File: config.mk
export PLATFORM = sky130hd
export DESIGN_NAME = mem_rd_port_ctrl
export DESIGN_NICKNAME = d
export VERILOG_FILES = /design/src/rtl/mem_pkg.sv /design/src/rtl/sync_fifo_reg.sv /design/src/rtl/mem_rd_port_ctrl.sv
export SDC_FILE = /design/constraint.sdc
export NUM_CORES = 1
export LEC_CHECK = 0
export ABC_AREA = 1
export CAP_MARGIN = 15
export CORE_ASPECT_RATIO = 1.75
export CORE_MARGIN = 8
export CORE_UTILIZATION = 45
export CTS_CLUSTER_DIAMETER = 100
export DETAILED_ROUTE_END_ITERATION = 16
export PLACE_DENSITY = 0.66
export SLEW_MARGIN = 15
export SYNTH_ARGS = -nofsm -noshare
export SYNTH_HDL_FRONTEND = slang
export SYNTH_HIERARCHICAL = 1
export SYNTH_SLANG_ARGS = --single-unit
File: constraint.sdc
create_clock -name clk -period 3.25 [get_ports clk]
set_input_delay 0.65 -clock clk [delete_from_list [all_inputs] [get_ports clk]]
set_output_delay 0.65 -clock clk [all_outputs]
set_load 0.02 [all_outputs]
File: src/rtl/mem_pkg.sv
// Shared helpers for the RAM read-port controller and its response FIFO.
package mem_pkg;

  // Ceiling log2, usable in constant expressions (clog2(1) = 0).
  function automatic int clog2(input int value);
    int r;
    int v;
    r = 0;
    v = value - 1;
    while (v > 0) begin
      r++;
      v = v >> 1;
    end
    return r;
  endfunction

  // The RAM wrapper only comes in combinational-read (1) or registered-output (2) flavours.
  function automatic bit read_latency_ok(input int lat);
    return (lat == 1) || (lat == 2);
  endfunction

endpackage

File: src/rtl/sync_fifo_reg.sv
// Register-based synchronous FIFO; head entry is read straight from the storage registers.
module sync_fifo_reg
  import mem_pkg::*;
#(
  parameter int WIDTH = 8,
  parameter int DEPTH = 4,
  localparam int WIDTH_PTR = clog2(DEPTH) + 1
) (
  input  logic                 clk,
  input  logic                 rst,
  input  logic                 push,
  input  logic [WIDTH-1:0]     push_data,
  input  logic                 pop,
  output logic [WIDTH-1:0]     pop_data,
  output logic                 full,
  output logic                 empty,
  output logic [WIDTH_PTR-1:0] count
);

  localparam int WIDTH_IDX = clog2(DEPTH);
  localparam logic [WIDTH_PTR-1:0] PTR_ONE = WIDTH_PTR'(1);

  logic [WIDTH-1:0]     mem [DEPTH];
  logic [WIDTH_PTR-1:0] wr_ptr;
  logic [WIDTH_PTR-1:0] rd_ptr;
  logic                 do_push;
  logic                 do_pop;

  // Extra pointer MSB separates full (MSBs differ) from empty (pointers equal).
  assign empty    = (wr_ptr == rd_ptr);
  assign full     = (wr_ptr[WIDTH_PTR-1] != rd_ptr[WIDTH_PTR-1]) &&
                    (wr_ptr[WIDTH_IDX-1:0] == rd_ptr[WIDTH_IDX-1:0]);
  assign count    = wr_ptr - rd_ptr;
  assign pop_data = mem[rd_ptr[WIDTH_IDX-1:0]];
  assign do_push  = push && !full;
  assign do_pop   = pop && !empty;

  // Storage and pointer update; contents cleared on reset so the head reads zero.
  always_ff @(posedge clk) begin
    if (rst) begin
      wr_ptr <= '0;
      rd_ptr <= '0;
      for (int i = 0; i < DEPTH; i++) begin
        mem[i] <= '0;
      end
    end else begin
      if (do_push) begin
        mem[wr_ptr[WIDTH_IDX-1:0]] <= push_data;
        wr_ptr <= wr_ptr + PTR_ONE;
      end
      if (do_pop) begin
        rd_ptr <= rd_ptr + PTR_ONE;
      end
    end
  end

  // A push into a full FIFO means the upstream credit logic is broken.
  always_ff @(posedge clk) begin
    if (!rst) begin
      assert (!(push && full));
    end
  end

endmodule

File: src/rtl/mem_rd_port_ctrl.sv
// Read-side controller for one port of the dual-port RAM wrapper: credit-limited request
// acceptance, fixed-latency read tracking and an in-order response FIFO.
module mem_rd_port_ctrl
  import mem_pkg::*;
#(
  parameter int WIDTH_DATA   = 8,
  parameter int WIDTH_ADDR   = 8,
  parameter int READ_LATENCY = 1,
  parameter int FIFO_DEPTH   = 4,
  parameter int WIDTH_CNT    = 3
) (
  input  logic                  clk,
  input  logic                  rst,
  input  logic                  req_valid,
  output logic                  req_ready,
  input  logic [WIDTH_ADDR-1:0] req_addr,
  output logic [WIDTH_ADDR-1:0] ram_addr,
  output logic                  ram_ren,
  input  logic [WIDTH_DATA-1:0] ram_dout,
  output logic                  resp_valid,
  input  logic                  resp_ready,
  output logic [WIDTH_DATA-1:0] resp_data,
  output logic [WIDTH_CNT-1:0]  outstanding
);

  localparam logic [WIDTH_CNT-1:0] CNT_FULL = WIDTH_CNT'(FIFO_DEPTH);
  localparam logic [WIDTH_CNT-1:0] CNT_ONE  = WIDTH_CNT'(1);

  logic                    accept;
  logic                    pop;
  logic                    push;
  logic [READ_LATENCY-1:0] pipe_valid;
  logic [WIDTH_ADDR-1:0]   addr_q;
  logic [WIDTH_CNT-1:0]    cnt_q;
  logic                    fifo_full;
  logic                    fifo_empty;
  logic [WIDTH_CNT-1:0]    fifo_count;

  // Credits cover both in-flight reads and queued responses, so a granted read always
  // finds a free FIFO slot when its data returns.
  assign req_ready   = !rst && (cnt_q < CNT_FULL);
  assign accept      = req_valid && req_ready;
  assign ram_ren     = accept;
  assign ram_addr    = accept ? req_addr : addr_q;
  assign push        = pipe_valid[READ_LATENCY-1];
  assign resp_valid  = !fifo_empty;
  assign pop         = resp_valid && resp_ready;
  assign outstanding = cnt_q;

  // Latency pipeline, last accepted address and credit counter.
  always_ff @(posedge clk) begin
    if (rst) begin
      pipe_valid <= '0;
      addr_q     <= '0;
      cnt_q      <= '0;
    end else begin
      pipe_valid[0] <= accept;
      for (int i = 1; i < READ_LATENCY; i++) begin
        pipe_valid[i] <= pipe_valid[i-1];
      end
      if (accept) begin
        addr_q <= req_addr;
      end
      if (accept && !pop) begin
        cnt_q <= cnt_q + CNT_ONE;
      end else if (pop && !accept) begin
        cnt_q <= cnt_q - CNT_ONE;
      end
    end
  end

  sync_fifo_reg #(
    .WIDTH (WIDTH_DATA),
    .DEPTH (FIFO_DEPTH)
  ) u_resp_fifo (
    .clk       (clk),
    .rst       (rst),
    .push      (push),
    .push_data (ram_dout),
    .pop       (pop),
    .pop_data  (resp_data),
    .full      (fifo_full),
    .empty     (fifo_empty),
    .count     (fifo_count)
  );

  // Parameter legality and credit/FIFO consistency, simulation only.
  always_ff @(posedge clk) begin
    if (!rst) begin
      assert (read_latency_ok(READ_LATENCY));
      assert (WIDTH_CNT == clog2(FIFO_DEPTH) + 1);
      assert ((FIFO_DEPTH & (FIFO_DEPTH - 1)) == 0);
      assert (FIFO_DEPTH >= READ_LATENCY + 1);
      assert (fifo_count <= cnt_q);
      assert (!fifo_full || (cnt_q == CNT_FULL));
    end
  end

endmodule

---- Word level (Yosys, flattened, before mapping) ----
Memory sizes are Yosys's and may differ from the RTL's. A register that Yosys moved wholly into a read port is not among the register bits.
Cells that the tools add are included.
W data, S select, Z words.
word-level totals
  register bits after elaboration ......... 18
  memory bits (writable) .................. 32
  input port bits ......................... 20
  output and inout port bits .............. 22
  logic and storage cells ................. 42
  memories kept ........................... 1
memory list
  memory           depth  bits a word  rd ports  clocked after memory_dff  wr ports  line                 text
  u_resp_fifo.mem  4      8            1         1                         4         sync_fifo_reg.sv:23  logic [WIDTH-1:0] mem [DEPTH];
cells by class
  $add $sub $neg .......................... 4
  $lt $le $gt $ge ......................... 1
  equal/unequal tests ..................... 3
  multiplexer cells ....................... 13
  reduce and logical (&&, ||, !) cells .... 15
operator list
  operator               number
  $mux W8                2
  $add A3 B1 Y3 const B  3
  $logic_and A1 B1 Y1    8
  $reduce_or A8 Y1       1
  $mux W1                6
  $mux W2                3
  $mux W3                2
  $logic_not A1 Y1       5
  $eq A3 B3 Y1           1
  $lt A3 B3 Y1 const B   1
  $sub A3 B1 Y3 const B  1
  $eq A2 B2 Y1           1
  $reduce_bool A2 Y1     1
  $ne A1 B1 Y1           1

---- Depth between registers and ports, before layout ----
  depth after elaboration ................. 9
  mapped depth ............................ 19
  gate-level depth less buffers ........... 17

---- Modules after synthesis ----
Netlist, hierarchy kept.
modules (own cells, without submodules)
  module            times used  cells each  area an instance (µm²)  seq. area each (µm²)
  sync_fifo_reg     1           183         1935.6                  1121.1
  mem_rd_port_ctrl  1           80          604.3                   240.2

---- Least setup slack after synthesis ----
No wires, ideal clock.
  path kind ............................... register to register
  from .................................... register u_resp_fifo.wr_ptr[0]
  to ...................................... register cnt_q[1], in the netlist outstanding[1]
  library setup time ...................... 0.116 ns
  arrival time ............................ 2.466 ns
  data required time ...................... 3.134 ns
  setup slack ............................. 0.668 ns
  stages on the path, launching flop included .. 16
  path buffers ............................ 2
  clock period less this slack ............ 2.582 ns
  cells stage by stage .................... dfxtp_1 -> buf_4 -> inv_1 -> buf_2 -> ha_1 -> nand2_1 -> inv_1 -> nand2_1 -> inv_1 -> inv_1 -> nand2_1 -> ha_1 -> inv_1 -> fa_1 -> o21ai_0 -> nor2_1
between the ends
  longest elaborated chain between the ends .. 6
  elaborated cells on any way between the ends .. 8
  those cells by class .................... 1 x eq/ne; 1 x mux; 6 x reduce/logical
ends and longest elaborated chain
  what                                                  line                    text
  from (decl)                                           sync_fifo_reg.sv:24     logic [WIDTH_PTR-1:0] wr_ptr;
  from (signal assigned)                                sync_fifo_reg.sv:49     wr_ptr <= wr_ptr + PTR_ONE;
  $eq A3 B3 Y1 *                                        sync_fifo_reg.sv:30     assign empty = (wr_ptr == rd_ptr);
  named net fifo_empty                                  mem_rd_port_ctrl.sv:36  logic fifo_empty;
  $logic_not A1 Y1 *                                    mem_rd_port_ctrl.sv:46  assign resp_valid = !fifo_empty;
  named net resp_valid                                  mem_rd_port_ctrl.sv:20  output logic resp_valid,
  $logic_and A1 B1 Y1 *                                 mem_rd_port_ctrl.sv:47  assign pop = resp_valid && resp_ready;
  $logic_not A1 Y1                                      mem_rd_port_ctrl.sv:64  if (accept && !pop) begin
  $logic_and A1 B1 Y1                                   mem_rd_port_ctrl.sv:64
  $mux W3 / $reduce_bool A2 Y1 (equally long branches)  --
  to (signal assigned)                                  mem_rd_port_ctrl.sv:65  cnt_q <= cnt_q + CNT_ONE;
  to (signal assigned)                                  mem_rd_port_ctrl.sv:67  cnt_q <= cnt_q - CNT_ONE;
  to (decl)                                             mem_rd_port_ctrl.sv:34  logic [WIDTH_CNT-1:0] cnt_q;
Mark *: on every way through the listed nets, which the timed path passes. The rest lies on a longest branch.
A chain may end at the register's enable or synchronous reset.

---- Worst setup path after layout ----
  from .................................... input port rst
  to ...................................... output port ram_addr[7]
between the ends
  longest elaborated chain between the ends .. 4
ends and longest elaborated chain
  what                 line                    text
  from (decl)          mem_rd_port_ctrl.sv:13  input logic rst,
  $logic_not A1 Y1     --
  $logic_and A1 B1 Y1  mem_rd_port_ctrl.sv:41  assign req_ready = !rst && (cnt_q < CNT_FULL);
  $logic_and A1 B1 Y1  mem_rd_port_ctrl.sv:42  assign accept = req_valid && req_ready;
  $mux W8              --
  to (decl)            mem_rd_port_ctrl.sv:17  output logic [WIDTH_ADDR-1:0] ram_addr,
Every way passes these cells.

==> flow_summary.json <==
{
  "outcome": "complete, no violations",
  "end_kind": "primary output",
  "clockRootBuffer": "clkbuf_8",
  "cp_max_fo": 18,
  "hold_viol": 0,
  "drive_gt1_frac": 0.1447,
  "die_area_mm2": 0.008290,
  "r2r-start": "u_resp_fifo/rd_ptr[1]",
  "irDropWorstVdd_v": 0.0002681,
  "multi_input_area_um2": 902.1,
  "num_io_pins": 42,
  "fin_total_pwr_w": 0.001561,
  "insertion_delay_ps": 300,
  "ant_nets": 0,
  "path_common_cell": "clkdlybuf4s50_1",
  "numClockSinks": 52,
  "port_buffers": 41,
  "fillCellCount": 496,
  "firstDrtPassIters": 4,
  "worstPathCellList": "clkdlybuf4s50_1 > nor2_8 > nand2_4 > nand2_1 > o21ai_2 > inv_1 > clkdlybuf4s50_1",
  "tightest_slew_ps": 797.5,
  "cp_top_family": "buffers and inverters",
  "post-cts-setup-buffers": 0,
  "gp_congestion": 0.7420,
  "cts_buffer_depth": 2,
  "initial_core_util": 0.4587,
  "maxCapViolCount": 0,
  "hpwl_mm": 3.805,
  "area_growth_pct": 26.13,
  "crit_slowest_cell": "clkdlybuf4s50_1",
  "h-tree-depth": 2,
  "fin_hold_ws_ps": 509.0,
  "finalCritPeriodShare": 0.9201,
  "vias": 1885,
  "num_rows": 36,
  "synth_nets": 284,
  "syn_inst": 258,
  "hold_class": "flop to flop",
  "grt_use_total": 0.1315,
  "n_antenna_cell": 0,
  "first_global_vias": 1880,
  "pwr_density_cell_mw_per_mm2": 495.0,
  "synth_area_per_cell_um2": 9.690,
  "register_area_mm2": 0.001361,
  "critPathKind": "primary input to primary output",
  "startpoint_type": "primary input",
  "core_area_mm2": 0.005450,
  "cts_buffers": 5,
  "rsz0062_at_grt": "no",
  "max-slew-margin-rel": 0.4647,
  "drt_iter0_markers": 99,
  "cp-startpoint": "rst",
  "wl_per_cell_um": 13.26,
  "cts_tree": "built",
  "fp.dieW_um": 72.34,
  "fin_setup_tns_ps": 0,
  "cts.clk_slew.worst_paths_ps": 90,
  "r2r_setup_slack_ps": 980,
  "hp-start": "outstanding[0]",
  "required_ps": 2600,
  "fin_ws_ps": 259.8,
  "die_h_um": 114.6,
  "antenna_found_initial": 0,
  "overflow": 0,
  "max_stage_delay_ps": 600,
  "max_freq_mhz": 334.4,
  "hold_buffers": 0,
  "synthesis.area_mm2": 0.002500,
  "critical_path_arrival_ps": 2340,
  "wl_mm": 5.133,
  "crit_buf_inv": 3,
  "slew_viol_final": 0,
  "place_ws_ps": 245.0,
  "fin_util": 0.5785,
  "finalSetupViolCount": 0,
  "layout.nets": 336,
  "period_needed_ps": 2990,
  "yosysWarnings": 6,
  "p_leak_nw": 1.345,
  "drc": 0,
  "grt_max_degree": 19,
  "postCtsResizedCells": 0,
  "grt_first_pass_wirelength_mm": 8.604,
  "routed_via_density": 4.871,
  "finClkSkew_ps": 6.149
}
[cells in the final DEF (no fill, tap or decap), types with 2 or more instances in the layout]
cell / instances
nor3_2: 9
dfxtp_1: 20
clkbuf_8: 6
buf_4: 13
inv_1: 43
o21ai_0: 22
nor2_1: 39
nor3_1: 14
clkdlybuf4s50_1: 41
o21ai_2: 8
nand2_1: 25
a21oi_1: 5
edfxtp_1: 32
xor2_1: 2
nand3_1: 6
ha_1: 5
o22ai_1: 8
[flip-flops by register name, summed over array words and instances (netlist names), named ones only]
name                count
outstanding             3
u_resp_fifo/wr_ptr      3
u_resp_fifo/rd_ptr      3
u_resp_fifo/mem        32
pipe_valid              1
addr_q                  8
[metrics by stage]
stage               area [um2]  std cells
floorplan                 2500        258
global placement          3032        379
detailed placement        3032        379
CTS                       3153        387
global route              3153        387
finish                    3153        387
[cell type report]
cell class,instances,share of cell area
sequential,52,0.4317
tap,76,0.03016
clock inverter,2,0.01230
timing repair buffer,54,0.1611
inverter,44,0.05238
multi-input combinational,153,0.2861
clock buffer,6,0.02619
[worst paths after layout]
path / to / cells past startpoint
worst max register to register: outstanding[2] / 17
worst max-delay path: ram_addr[7] / 7
worst min-delay path: outstanding[0] / 1
worst min register to register: outstanding[0] / 1
[where the power goes]
part,switching (W),internal [W]
sequential,0.0000213,0.000746
combinational,0.000186,0.000141
clock,0.000214,0.000252
[metal layers]
layer / wire length (um) / vias up / GRT usage
met4: 73 / 0 / 0.04938
met3: 221 / 6 / 0.03333
met5: 0 / - / 0
met2: 2816 / 38 / 0.2417
met1: 2021 / 888 / 0.1363
li1: - / 953 / -
Note: power is estimated with default switching activity, not from simulation.
